## src/rtl/led_code_pkg.sv

```systemverilog
// led_code_pkg
// Shared definitions for the LED error-code blinker: FSM state encoding,
// default timing constants, prescaler width and the priority helper used
// by the arbiter.
package led_code_pkg;

    // Prescaler counter width; wide enough for 250 ms at 50 MHz.
    localparam int CNT_W = 25;

    // Default clk cycles per blink tick (250 ms at 50 MHz).
    localparam logic [CNT_W-1:0] DEF_TICK_DIV = 25'd12_500_000;

    // Default number of LED-off ticks between code repetitions.
    localparam logic [3:0] DEF_GAP_TICKS = 4'd4;

    // Sequencer states.
    typedef enum logic [1:0] {
        IDLE = 2'd0,
        ON   = 2'd1,
        OFF  = 2'd2,
        GAP  = 2'd3
    } state_e;

    // Index of the lowest set request bit; bit 0 has the highest priority.
    // Returns 3 when only bit 3 is set, or when nothing is set. The caller
    // only uses the result when at least one bit is set.
    function automatic logic [1:0] prio_idx(input logic [3:0] req);
        logic [1:0] idx;
        if (req[0]) begin
            idx = 2'd0;
        end else if (req[1]) begin
            idx = 2'd1;
        end else if (req[2]) begin
            idx = 2'd2;
        end else begin
            idx = 2'd3;
        end
        return idx;
    endfunction

endpackage

```

## src/rtl/led_tick_gen.sv

```systemverilog
// led_tick_gen
// Blink-tick prescaler. While run is high the counter walks 0..TICK_DIV-1
// and wraps; tick is high for the single cycle in which the counter sits at
// TICK_DIV-1. While run is low the counter is held at 0, so the first tick
// after run rises arrives exactly TICK_DIV cycles later.
//
// Ports:
//   clk  - clock
//   rst  - asynchronous active-high reset
//   run  - enable; low holds the counter at 0
//   tick - one-cycle pulse every TICK_DIV cycles while running
module led_tick_gen
    import led_code_pkg::*;
#(
    parameter logic [CNT_W-1:0] TICK_DIV = DEF_TICK_DIV
) (
    input  logic clk,
    input  logic rst,
    input  logic run,
    output logic tick
);

    localparam logic [CNT_W-1:0] LAST = TICK_DIV - CNT_W'(1);

    logic [CNT_W-1:0] cnt_q;
    logic [CNT_W-1:0] cnt_d;
    logic             at_last;

    assign at_last = (cnt_q == LAST);
    assign tick    = run && at_last;

    // Counter next-state: cleared when stopped, wraps at the last count.
    always_comb begin
        cnt_d = cnt_q;
        if (!run) begin
            cnt_d = '0;
        end else if (at_last) begin
            cnt_d = '0;
        end else begin
            cnt_d = cnt_q + CNT_W'(1);
        end
    end

    always_ff @(posedge clk or posedge rst) begin
        if (rst) begin
            cnt_q <= '0;
        end else begin
            cnt_q <= cnt_d;
        end
    end

endmodule

```

## src/rtl/led_code_sched.sv

```systemverilog
// led_code_sched
// Reports up to four error sources on one LED as a blink code. The lowest
// pending source index wins; source N blinks N+1 times (ON/OFF of one tick
// each), followed by GAP_TICKS dark ticks. A running code is never
// preempted. With no pending error the LED is steady on once ok_done is set.
//
// Build option: define LED_ALARM_STICKY_EN to latch requests until cleared
// by clr; otherwise requests are used live and clr is ignored.
//
// Ports:
//   clk      - clock
//   rst      - asynchronous active-high reset
//   err_req  - error requests, bit 0 highest priority
//   ok_done  - operation completed correctly (steady LED when no error)
//   clr      - clears latched errors (sticky build only)
//   led      - [0] code/steady, [1] error pending, [3:2] granted source
//   busy     - high while a code sequence runs
module led_code_sched
    import led_code_pkg::*;
#(
    parameter logic [CNT_W-1:0] TICK_DIV  = DEF_TICK_DIV,
    parameter logic [3:0]       GAP_TICKS = DEF_GAP_TICKS
) (
    input  logic       clk,
    input  logic       rst,
    input  logic [3:0] err_req,
    input  logic       ok_done,
    input  logic       clr,
    output logic [3:0] led,
    output logic       busy
);

    logic [3:0] pend;

`ifdef LED_ALARM_STICKY_EN
    // Latched requests. A new request in the same cycle as clr survives.
    logic [3:0] pend_q;

    always_ff @(posedge clk or posedge rst) begin
        if (rst) begin
            pend_q <= '0;
        end else begin
            pend_q <= (pend_q & ~{4{clr}}) | err_req;
        end
    end

    assign pend = pend_q;
`else
    logic unused_clr;

    assign pend       = err_req;
    assign unused_clr = clr;
`endif

    state_e     state_q;
    state_e     state_d;
    logic [1:0] grant_q;
    logic [1:0] grant_d;
    logic [2:0] blinks_q;
    logic [2:0] blinks_d;
    logic [3:0] gap_q;
    logic [3:0] gap_d;
    logic [3:0] led_q;
    logic [3:0] led_d;
    logic       busy_q;
    logic       busy_d;
    logic       tick;
    logic       run;

    // Prescaler runs whenever a sequence is active; it sits at 0 in IDLE so
    // every sequence starts with a full-length ON phase.
    assign run = (state_q != IDLE);

    led_tick_gen #(
        .TICK_DIV (TICK_DIV)
    ) u_tick_gen (
        .clk  (clk),
        .rst  (rst),
        .run  (run),
        .tick (tick)
    );

    // Arbitration and sequencing. Grant and blink count are only loaded in
    // IDLE, which is what makes the code non-preemptive.
    always_comb begin
        state_d  = state_q;
        grant_d  = grant_q;
        blinks_d = blinks_q;
        gap_d    = gap_q;
        case (state_q)
            IDLE: begin
                if (pend != 4'd0) begin
                    grant_d  = prio_idx(pend);
                    blinks_d = {1'b0, grant_d} + 3'd1;
                    gap_d    = 4'd0;
                    state_d  = ON;
                end
            end
            ON: begin
                if (tick) begin
                    state_d = OFF;
                end
            end
            OFF: begin
                if (tick) begin
                    if (blinks_q > 3'd1) begin
                        blinks_d = blinks_q - 3'd1;
                        state_d  = ON;
                    end else begin
                        blinks_d = 3'd0;
                        gap_d    = 4'd0;
                        state_d  = GAP;
                    end
                end
            end
            GAP: begin
                if (tick) begin
                    if (gap_q == GAP_TICKS - 4'd1) begin
                        gap_d   = 4'd0;
                        state_d = IDLE;
                    end else begin
                        gap_d = gap_q + 4'd1;
                    end
                end
            end
            default: begin
                state_d = IDLE;
            end
        endcase
    end

    // Outputs are computed from the next state so the registered LED and
    // busy line up with the state register on the same edge.
    always_comb begin
        busy_d = (state_d != IDLE);
        led_d  = 4'b0000;
        case (state_d)
            ON:      led_d[0] = 1'b1;
            IDLE:    led_d[0] = (pend == 4'd0) && ok_done;
            default: led_d[0] = 1'b0;
        endcase
        led_d[1]   = |pend;
        led_d[3:2] = busy_d ? grant_d : 2'b00;
    end

    always_ff @(posedge clk or posedge rst) begin
        if (rst) begin
            state_q  <= IDLE;
            grant_q  <= 2'd0;
            blinks_q <= 3'd0;
            gap_q    <= 4'd0;
            led_q    <= 4'b0000;
            busy_q   <= 1'b0;
        end else begin
            state_q  <= state_d;
            grant_q  <= grant_d;
            blinks_q <= blinks_d;
            gap_q    <= gap_d;
            led_q    <= led_d;
            busy_q   <= busy_d;
        end
    end

    assign led  = led_q;
    assign busy = busy_q;

endmodule

```

## config.mk

```make
export PLATFORM = sky130hd
export DESIGN_NAME = led_code_sched
export DESIGN_NICKNAME = d
export VERILOG_FILES = /design/src/rtl/led_code_pkg.sv /design/src/rtl/led_tick_gen.sv /design/src/rtl/led_code_sched.sv
export SDC_FILE = /design/constraint.sdc
export NUM_CORES = 1
export LEC_CHECK = 0
export ABC_AREA = 1
export ABC_CLOCK_PERIOD_IN_PS = 1900
export CORE_ASPECT_RATIO = 1.25
export CORE_UTILIZATION = 35
export CTS_CLUSTER_SIZE = 14
export DETAILED_ROUTE_END_ITERATION = 6
export SLEW_MARGIN = 10
export SYNTH_ARGS = -nofsm -noshare
export SYNTH_HDL_FRONTEND = slang
export SYNTH_SLANG_ARGS = --single-unit
```

## constraint.sdc

```tcl
create_clock -name clk -period 1.9 [get_ports clk]
set_input_delay 0.38 -clock clk [delete_from_list [all_inputs] [get_ports clk]]
set_output_delay 0.38 -clock clk [all_outputs]
set_load 0.05 [all_outputs]
```

---- Word level (Yosys, flattened, before mapping) ----
Index checks and enable logic that the tools add are counted.
Widths: inputs -> output; s select.
storage, ports and cells
  flip-flop bits (word level) ............. 41
  bits in latches ......................... 0
  memory bits (writable) .................. 0
  bits in read-only memories .............. 0
  word-level logic and storage cells ...... 63
  memories kept ........................... 0
operators by class
  $add $sub $neg .......................... 4
  multipliers ............................. 0
  div/mod/pow operators ................... 0
  magnitude comparators ................... 1
  equal/unequal tests ..................... 10
  shift operators ......................... 0
  muxes and demuxes ....................... 28
  bitwise gates (word level) .............. 0
  reduce and logical (&&, ||, !) cells .... 13
operators by type and width
  cell                   count
  $mux 25                2
  $mux 2                 13
  $add 25x1->25 const B  1
  $eq 25x24->1 const B   1
  $mux 4                 5
  $pmux 4 s3             1
  $mux 3                 3
  $ne 2x2->1 const B     4
  $pmux 2 s4             1
  $pmux 3 s2             1
  $reduce_bool 2->1      3
  $reduce_and 5->1       1
  $add 4x1->4 const B    1
  $eq 2x1->1 const B     2
  $eq 2x2->1 const B     2
  $eq 4x2->1 const B     1
  $logic_not 2->1        2
  $logic_not 4->1        1
  $reduce_bool 4->1      1
  $reduce_or 4->1        1
  $add 2x1->3 const B    1
  $gt 3x1->1 const B     1
  $reduce_and 3->1       1
  $reduce_bool 3->1      1
  other kinds (4)        5

---- Depth between registers and ports, before layout ----
Gate-level depths: netlist (run 1).
  depth after elaboration ................. 8
  depth in mapped cells ................... 14
  gate-level depth less buffers ........... 14

---- By module ----
Synthesis (run 1) repeated with hierarchy kept, for this count alone.
unflattened totals
  cells, all modules ...................... 300
  area, all modules ....................... 2351.0 µm²
by module, submodules not included
  module          instances  cells an instance  area an instance (µm²)  sequential area each (µm²)
  led_tick_gen    1          191                1471.4                  625.6
  led_code_sched  1          109                879.6                   400.4

---- Worst setup path before layout (run 1) ----
Ideal clock, no wire load.
  kind .................................... reg2reg
  start point ............................. register state_q[0]
  end point ............................... register gap_q[2]
  setup time .............................. 119 ps
  data arrival time ....................... 1569 ps
  required time ........................... 1781 ps
  slack ................................... 212 ps
  stages on the path, launching flop included .. 10
  path buffers ............................ 0
  cells stage by stage .................... dfrtp_1 -> inv_1 -> ha_1 -> inv_2 -> nor2_1 -> a21oi_2 -> nand2_4 -> clkinv_2 -> a21oi_1 -> nor2_1
between the ends
  word-level cells in the longest chain between the ends .. 4
  elaborated cells between the ends (all ways) .. 12
  classes of those cells .................. eq/ne: 6; mux: 1; reduce/logical: 5
ends and longest elaborated chain
  element                            RTL line               text
  start: declaration                 led_code_sched.sv:55   state_e state_q;
  start signal: assignment           led_code_sched.sv:155  state_q <= state_d;
  $reduce_bool 2->1                  led_code_sched.sv:72   assign run = (state_q != IDLE);
  $logic_and 1x1->1                  led_tick_gen.sv:30     assign tick = run && at_last;
  $ne 2x2->1 (no source line)        --
  $reduce_and 5->1 (no source line)  --
  end signal: assignment             led_code_sched.sv:158  gap_q <= gap_d;
  end: declaration                   led_code_sched.sv:61   logic [3:0] gap_q;
Several ways; a longest one is shown, not always the timed one.
A chain may end at the register's enable or synchronous reset.

---- Worst setup path in the final report (run 1) ----
  start point ............................. register u_tick_gen.cnt_q[0]
  end point ............................... register u_tick_gen.cnt_q[22]
between the ends
  word-level cells in the longest chain between the ends .. 3
  elaborated cells between the ends (all ways) .. 4
  classes of those cells .................. add/sub: 1; eq/ne: 1; mux: 2
ends and longest elaborated chain
  element                                               RTL line                                text
  start: declaration                                    led_tick_gen.sv:25                      logic [CNT_W-1:0] cnt_q;
  start signal: assignment                              led_tick_gen.sv:48                      cnt_q <= cnt_d;
  $add 25x1->25 / $eq 25x24->1 (equally long branches)  led_tick_gen.sv:40, led_tick_gen.sv:29
  $mux 25 *                                             led_tick_gen.sv:37                      end else if (at_last) begin
  $mux 25 *                                             led_tick_gen.sv:35                      if (!run) begin
  via u_tick_gen.cnt_d[22]                              led_tick_gen.sv:26                      logic [CNT_W-1:0] cnt_d;
Mark *: on every way through the listed nets, which the timed path passes. The rest lies on a longest branch.

==> results.cfg, run 1 <==
[status]
outcome = complete, no violations

[worst_setup_path]
start_kind = flip-flop
crit_fanout = 4
crit_path_cell_trace = ha_4, nand3_4, nor3_4, buf_4, nand2_4, nor3_4, nand3b_4, nor2_4, a21oi_2, o21a_1
worstPathRequired_ps = 2090
crit_top_cell = nor3_4
cp.arrival_ps = 2090
crit_path_top_delay_cell = dfrtp_1
reg2regPathDepth = 10
rrSetupSlack_ps = 4
critical_path_class = reg -> reg
endpoint_kind = flip-flop
cpPeakStageDelay_ps = 410
r2r-start = u_tick_gen.cnt_q[0]
timing.rr.end = u_tick_gen.cnt_q[22]

[global_route]
grt_pass1_wl_um = 8380
antenna_found_initial = 0
top_usage_layer = met2
use_met2 = 0.280
use_met3 = 0.0290
gr-usage-all-layers = 0.148
met1_usage = 0.161
grt_max_degree = 42
gr-total-overflow = 0
grt_pass1_vias = 1996

[cells_and_area]
multi_input_area_um2 = 1260
syn_to_final_growth_pct = 25.0
num-nets-final = 352
final-seq-area_um2 = 1030
finalNonFillerCells = 422
fillers = 643
finalInstanceArea_um2 = 2990
drive_above_1_share = 0.215
n_antenna_cell = 0

[route]
dr.first_iter.drc_count = 69
vias_per_cell = 4.69
drtPass1Iterations = 6
drc = 0
postRouteAntennaNets = 0
wl_per_cell_um = 11.5
vias = 1981
drt_wl_total_um = 4870

[floorplanning]
chipWidth_um = 75.9
row_count = 33
die_h_um = 94.4
coreArea_um2 = 6570
initial_utilization = 0.364
dieArea_um2 = 7170
io_pins = 13

[sta]
relSlewSlack = 0.663
setup_violations = 0
skew_ps = 8.45
finalSetupTns_ps = 0
clock.fmax_mhz = 527
fin_crit_sh = 0.998
rsz0062_at_grt = true
tightest_slew_ps = 504
period_minus_slack_ps = 1900
drv_slew = 0
finalHoldViolCount = 0

[pwr]
p_leak_nw = 1.39
ir_worst_vdd_v = 0.000797
powerDensity_nw_per_um2 = 1190

[synthesis]
async_flop_share = 1.00
synth_seq_cells = 41
synth.most_common_cell = nand2_1
synth-main-ff-cell = dfrtp_1
synth.avg_cell_area_um2 = 8.08
synth_common_cells = nand2_1, dfrtp_1, inv_1, nor2_1, a21oi_1
synth_enable_flop_cells = 0
netlist_area_um2 = 2390
synthTopCellsByArea = dfrtp_1, nand2_1, inv_1
synthesis.nets = 314
yosysTopAreaCell = dfrtp_1
yosysWarnings = 0
synthCells = 296
yosysTopAreaCellShare = 0.429
synth.distinct_cells = 37
synth.yosys.seq_area_share = 0.429

[place]
io_buffer_count = 11
placedCellCount = 404
gp_congestion = 0.816
dp_hpwl_um = 3570
place_area_um2 = 2700

[hold_path]
min-delay-path-class = in -> async

[clocking]
cts_buffers = 5
clkLatencyLatePin_ps = 300
clk_pin_slew_ps = 80
clock_sink_count = 41
hold_buffers = 0
cts_max_path_buffers = 2
htree_levels = 2
cts_root_buffer = clkbuf_8
tritoncts = done

[job]
max-cap-violations = 0
[final cells by class]
cell class	instances	share of cell area
clock buffer	5	0.0230
timing repair buffer	32	0.0938
multi-input combinational	208	0.422
sequential	41	0.344
tap	87	0.0364
inverter	46	0.0586
clock inverter	3	0.0218
[power breakdown]
part / internal, mW / total [mW] / switching (mW)
sequential: 1.04 / 1.16 / 0.119
combinational: 0.599 / 1.58 / 0.976
clock: 0.522 / 0.832 / 0.310
[cell usage in the layout (no fill, tap or decap), drive strengths merged]
master and instances:
a211oi 3, a21oi 16, a31oi 1, buf 21, bufinv 2, clkbuf 5
clkdlybuf4s50 11, clkinv 6, dfrtp 41, ha 10, inv 41, nand2 64
nand3 16, nand3b 1, nand4 7, nor2 45, nor3 12, nor4 1
o211a 1, o21a 2, o21ai 19, o22ai 1, o31ai 2, or2 1
xnor2 2, xor2 4
[worst max-delay path: cells and delay by family (launching register included)]
kind                     cells  cell delay (ps)
buffers and inverters        1              150
AND/OR/NAND/NOR              6              910
AO/OA/AOI/OAI                2              150
flip-flops                   1              410
adder cells (fa/ha/maj)      1              170
[metal layers]
metal  vias to the layer above  wire (um)
met5                         -          0
met4                         0         99
met3                        11        135
met2                        33       2500
met1                       910       2130
li1                       1027          -
[cells by family after synthesis]
group / count (synthesis) / synth area share
AOI/OAI and AO/OA: 45 / 0.114
adders and majority gates: 10 / 0.0523
xor gates and xnor gates: 6 / 0.0220
and+or+nand+nor: 147 / 0.308
buffers and inverters: 47 / 0.0754
DFF: 41 / 0.429
[repair_timing]
item,in CTS,in global routing
buffers inserted,0,11
endpoints found under the setup margin,0,17
gates resized for setup,0,17
[how the worst max path moves through the flow]
| stage | start | end | slack (ps) | cells after the start |
|---|---|---|---|---|
| floorplan | state_q[0] | gap_q[2] | 210 | 9 |
| global placement | u_tick_gen.cnt_q[0] | u_tick_gen.cnt_q[16] | 60 | 10 |
| detailed placement | u_tick_gen.cnt_q[0] | u_tick_gen.cnt_q[16] | 20 | 10 |
| CTS | u_tick_gen.cnt_q[0] | u_tick_gen.cnt_q[16] | 7 | 10 |
| global route | u_tick_gen.cnt_q[0] | u_tick_gen.cnt_q[22] | -110 | 10 |
| finish | u_tick_gen.cnt_q[0] | u_tick_gen.cnt_q[22] | 4 | 10 |
[through the flow]
step / util / hold slack (ps) / worst slack (ps) / power (mW)
2_1_floorplan: - / 433 / 212 / 2.25
3_3_place_gp: 0.411 / 447 / 58.9 / 2.63
3_5_place_dp: 0.411 / 456 / 22.9 / 2.66
4_1_cts: 0.432 / 427 / 7.35 / 3.51
5_1_grt: 0.455 / 451 / -109 / 3.85
6_report: 0.455 / 407 / 3.94 / 3.56
[sequential cells by signal, indices dropped and copies added (netlist names)]
signal	count
led	4
busy	1
blinks_q	3
gap_q	4
state_q	2
u_tick_gen.cnt_q	25
grant_q	2
Power figures use the tool's default switching activity.
==> inputs of run 2 (changes only) <==
CORE_ASPECT_RATIO = 2   (was 1.25)
==> results.cfg, run 2 (synthesis results as in run 1) <==
[sta]
finalHoldViolCount = 0
skew_ps = 2.89
clock.fmax_mhz = 518
tightest_slew_ps = 497
layout_setup_ws_ps = -29.2
fin_crit_sh = 1.02
rsz0062_at_grt = true
drv_slew = 0
setup_violations = 1
period_minus_slack_ps = 1930
relSlewSlack = 0.668

[worst_setup_path]
crit_fanout = 3
r2r-start = u_tick_gen.cnt_q[1]
cp.arrival_ps = 2110
cpPeakStageDelay_ps = 390
timing.rr.end = u_tick_gen.cnt_q[22]
worstPathRequired_ps = 2080
path_delay_family = simple AND/OR/NAND/NOR gates
crit_top_cell = nor3_4
cp.buffers_inverters = 1
cp.depth = 10
critical_path_class = reg -> reg
endpoint_kind = flip-flop
crit_path_cell_trace = ha_4, nand3_4, nor3_4, buf_6, nand2_4, nor3_4, nand3b_4, nor2_4, a21oi_2, o21a_1
crit_path_start = u_tick_gen.cnt_q[1]
reg2regPathDepth = 10
rrSetupSlack_ps = -30
crit_path_top_delay_cell = dfrtp_1
start_kind = flip-flop

[cells_and_area]
drive_above_1_share = 0.204
regMostFlops = u_tick_gen.cnt_q
multi_input_area_um2 = 1270
final_common_cell = nand2_1
mostFrequentLayoutCells = nand2_1, dfrtp_1, inv_1
fin_util = 0.447
largest_register_ffs = 25
num-nets-final = 346
fillers = 703
finalInstanceArea_um2 = 2960
syn_to_final_growth_pct = 23.7
n_antenna_cell = 0
final-seq-area_um2 = 1030

[global_route]
gr-usage-all-layers = 0.169
gr-total-overflow = 0
grt_pass1_wl_um = 8880
grt_max_degree = 42
grt_pass1_vias = 2033
antenna_found_initial = 0

[clocking]
cts_root_buffer = clkbuf_16
tritoncts = done
hold_buffers = 0
htree_levels = 2
clk_pin_slew_ps = 60
clkLatencyLatePin_ps = 290
cts_max_path_buffers = 2
clock_sink_count = 41
cts_buffers = 5

[floorplanning]
die_h_um = 119
chipWidth_um = 60.4
row_count = 42
io_pins = 13
dieArea_um2 = 7190
coreArea_um2 = 6620
initial_utilization = 0.361

[route]
dr.first_iter.drc_count = 69
postRouteAntennaNets = 0
drc = 0
wl_met1_um = 1890
top_layer = met4
drtPass1Iterations = 4
drt_wl_total_um = 5520
wl_per_cell_um = 13.2
vias = 2040
route.met3.wl_um = 93
wl_met2_um = 3280
vias_per_cell = 4.89

[pwr]
ir_worst_vdd_v = 0.000621
powerDensity_nw_per_um2 = 1200
p_total_mw = 3.55
p_leak_nw = 1.37

[status]
outcome = finished, violations left
violations = setup timing

[place]
gp_congestion = 0.827
dp_hpwl_um = 4090
place_area_um2 = 2690
io_buffer_count = 11

[hold_path]
min-delay-path-class = in -> async

[job]
max-cap-violations = 0
-- run 2: cell types whose count changed in the layout (fill, tap and decap cells not counted), moves of 2 or more --
| cell | change |
|---|---|
| buf_4 | -7 |
| a21oi_2 | +2 |
| clkbuf_16 | +5 |
| bufinv_16 | -2 |
| a21oi_1 | -2 |
| clkbuf_8 | -5 |
-- run 2: worst max path at each step --
stage,endpoint,slack [ps]
after global placement,gap_q[2],8
after detailed placement,gap_q[2],6
after CTS,u_tick_gen.cnt_q[16],20
after floorplan,gap_q[2],210
after global routing,u_tick_gen.cnt_q[22],-120
final,u_tick_gen.cnt_q[22],-30
-- run 2: worst reg2reg max path, cell delays in order, from the launching register on --
cell and delay (ps):
dfrtp_1 390, ha_4 170, nand3_4 100, nor3_4 240, buf_6 130, nand2_4 50, nor3_4 310, nand3b_4 140
nor2_4 130, a21oi_2 50, o21a_1 100
-- run 2: area by class of cell --
type                            instances  area share
Sequential cell                        41       0.347
Inverter                               46      0.0592
Clock inverter                          2     0.00339
Multi-Input combinational cell        208       0.428
Tap cell                               88      0.0372
Timing Repair Buffer                   26      0.0808
Clock buffer                            6      0.0436
-- run 2: report_power, final --
| group | internal [mW] | total [mW] | switching [mW] |
|---|---|---|---|
| Sequential | 1.04 | 1.16 | 0.121 |
| Combinational | 0.564 | 1.55 | 0.988 |
| Clock | 0.483 | 0.832 | 0.350 |
| Total | 2.09 | 3.55 | 1.46 |
-- run 2: per-stage QoR --
stage	std cells	setup slack, ps	setup TNS (ps)	hold slack [ps]
finish	417	-29.2	-29.2	447
global route	417	-119	-502	494
CTS	412	24.4	0	459
detailed placement	404	6.07	0	479
global placement	404	7.92	0	447
floorplan	296	212	0	433
-- run 2: what timing repair did --
item | 4_1_cts | 5_1_grt
endpoints found under the setup margin | 1 | 19
gates resized for setup | 1 | 19
pin swaps | 0 | 7
buffers inserted | 0 | 6
-- run 2: metal layers --
layer,global-route usage,up-vias
met4,0.0980,0
met3,0.0337,17
met2,0.319,26
met1,0.154,979
li1,-,1018
met5,0,-
==> inputs of run 3 (changes only) <==
ABC_CLOCK_PERIOD_IN_PS = 2400   (was 1900)
clock period = 2.4 ns   (was 1.9 ns; I/O delays follow)
==> results.cfg, run 3 (synthesis results as in run 1) <==
[sta]
setup_violations = 0
relSlewSlack = 0.638
rsz0062_at_grt = false
finalSetupTns_ps = 0
layout_setup_ws_ps = 381
whs_ps = 465
skew_ps = 4.11
drv_slew = 0
fin_crit_sh = 0.841
clock.fmax_mhz = 495
tightest_slew_ps = 542
period_minus_slack_ps = 2020
finalHoldViolCount = 0

[global_route]
grt_pass1_vias = 2038
antenna_found_initial = 0
gr-total-overflow = 0
grt_pass1_wl_um = 8960
gr-usage-all-layers = 0.168
grt_max_degree = 42

[clocking]
post_cts.repair.setup_buffers = 0
cts_root_buffer = clkbuf_16
ctsResizeCount = 0
clk_pin_slew_ps = 50
clock_sink_count = 41
cts_max_path_buffers = 2
hold_buffers = 0
tritoncts = done
htree_levels = 2
clkLatencyLatePin_ps = 290
cts_buffers = 5

[cells_and_area]
n_antenna_cell = 0
syn_to_final_growth_pct = 15.3
drive_above_1_share = 0.134
num-nets-final = 332
final_common_cell = nand2_1
largest_register_ffs = 25
regMostFlops = u_tick_gen.cnt_q
fillers = 730
finalNonFillerCells = 402
mostFrequentLayoutCells = nand2_1, dfrtp_1, inv_1

[floorplanning]
coreArea_um2 = 6620
initial_utilization = 0.361
io_pins = 13
dieArea_um2 = 7190
chipWidth_um = 60.4
die_h_um = 119
row_count = 42

[worst_setup_path]
reg2regPathDepth = 9
cp.buffers_inverters = 3
critical_path_class = reg -> reg
start_kind = flip-flop
endpoint_kind = flip-flop
worstPathRequired_ps = 2570
cp.arrival_ps = 2190
crit_fanout = 10
crit_path_cell_trace = inv_1, ha_1, inv_2, nor2_1, a21oi_2, nand2_4, clkinv_2, a21oi_1, nor2_1
cp.depth = 9
crit_path_top_delay_cell = dfrtp_1
path_delay_family = simple AND/OR/NAND/NOR gates
crit_top_cell = nor2_1
cpPeakStageDelay_ps = 440

[route]
dr.first_iter.drc_count = 49
vias_per_cell = 4.86
drt_wl_total_um = 5170
drc = 0
postRouteAntennaNets = 0
wl_per_cell_um = 12.9
drtPass1Iterations = 4
vias = 1953

[status]
outcome = complete, no violations

[pwr]
p_comb_frac = 0.415
p_total_mw = 2.70
swShare = 0.404
powerDensity_nw_per_um2 = 978
cellInternalPower_mw = 1.61
power_frac_seq = 0.336
ir_worst_vdd_v = 0.000507
p_leak_nw = 1.23
pwr-share-clk = 0.249
p_sw_mw = 1.09

[place]
dp_hpwl_um = 3980
placedCellCount = 395
gp_congestion = 0.872
io_buffer_count = 11
preCtsSetupSlack_ps = 285

[hold_path]
hold_depth = 1
min-delay-path-class = reg -> reg

[job]
max-cap-violations = 0
[run 3: power by group through the flow]
stage / Sequential, mW / Clock [mW] / Combinational [mW]
2_1_floorplan: 1.01 / 0 / 0.766
3_3_place_gp: 0.912 / 0 / 1.11
3_5_place_dp: 0.921 / 0 / 1.13
4_1_cts: 0.908 / 0.688 / 1.14
5_1_grt: 0.921 / 0.709 / 1.27
6_report: 0.906 / 0.671 / 1.12
[run 3: layout make-up]
type,instances,area (um2),area share
Multi-Input combinational cell,208,1180,0.430
Tap cell,88,110,0.0399
Sequential cell,41,1030,0.372
Clock buffer,7,143,0.0517
Inverter,46,175,0.0635
Timing Repair Buffer,12,118,0.0427
[run 3: worst paths after layout]
check	start	end	slack [ps]
max	state_q[0]	gap_q[2]	380
min	u_tick_gen.cnt_q[0]	u_tick_gen.cnt_q[0]	460
max reg2reg	state_q[0]	gap_q[2]	380
min reg2reg	u_tick_gen.cnt_q[0]	u_tick_gen.cnt_q[0]	460
max in group asynchronous	rst	u_tick_gen.cnt_q[0]	1400
min in group asynchronous	rst	u_tick_gen.cnt_q[19]	620
[run 3: worst reg2reg max path: cells and delay by family, from the launching register on]
kind | cells | cell delay, ps
buffers and inverters | 3 | 420
adders and majority gates | 1 | 340
and+or+nand+nor | 3 | 490
DFF | 1 | 440
AOI/OAI and AO/OA | 2 | 210
[run 3: per-layer routing]
layer,wire [um],vias to the layer above,share of wire,global-route usage
li1,-,989,-,-
met1,1820,931,0.35,0.161
met2,3060,19,0.59,0.309
met3,76,14,0.015,0.0271
met4,214,0,0.041,0.104
met5,0,-,0,0
[run 3: stage by stage]
step,area (um2),utilization
2_1_floorplan,2390,-
3_3_place_gp,2610,0.395
3_5_place_dp,2610,0.395
4_1_cts,2760,0.416
5_1_grt,2760,0.416
6_report,2760,0.416
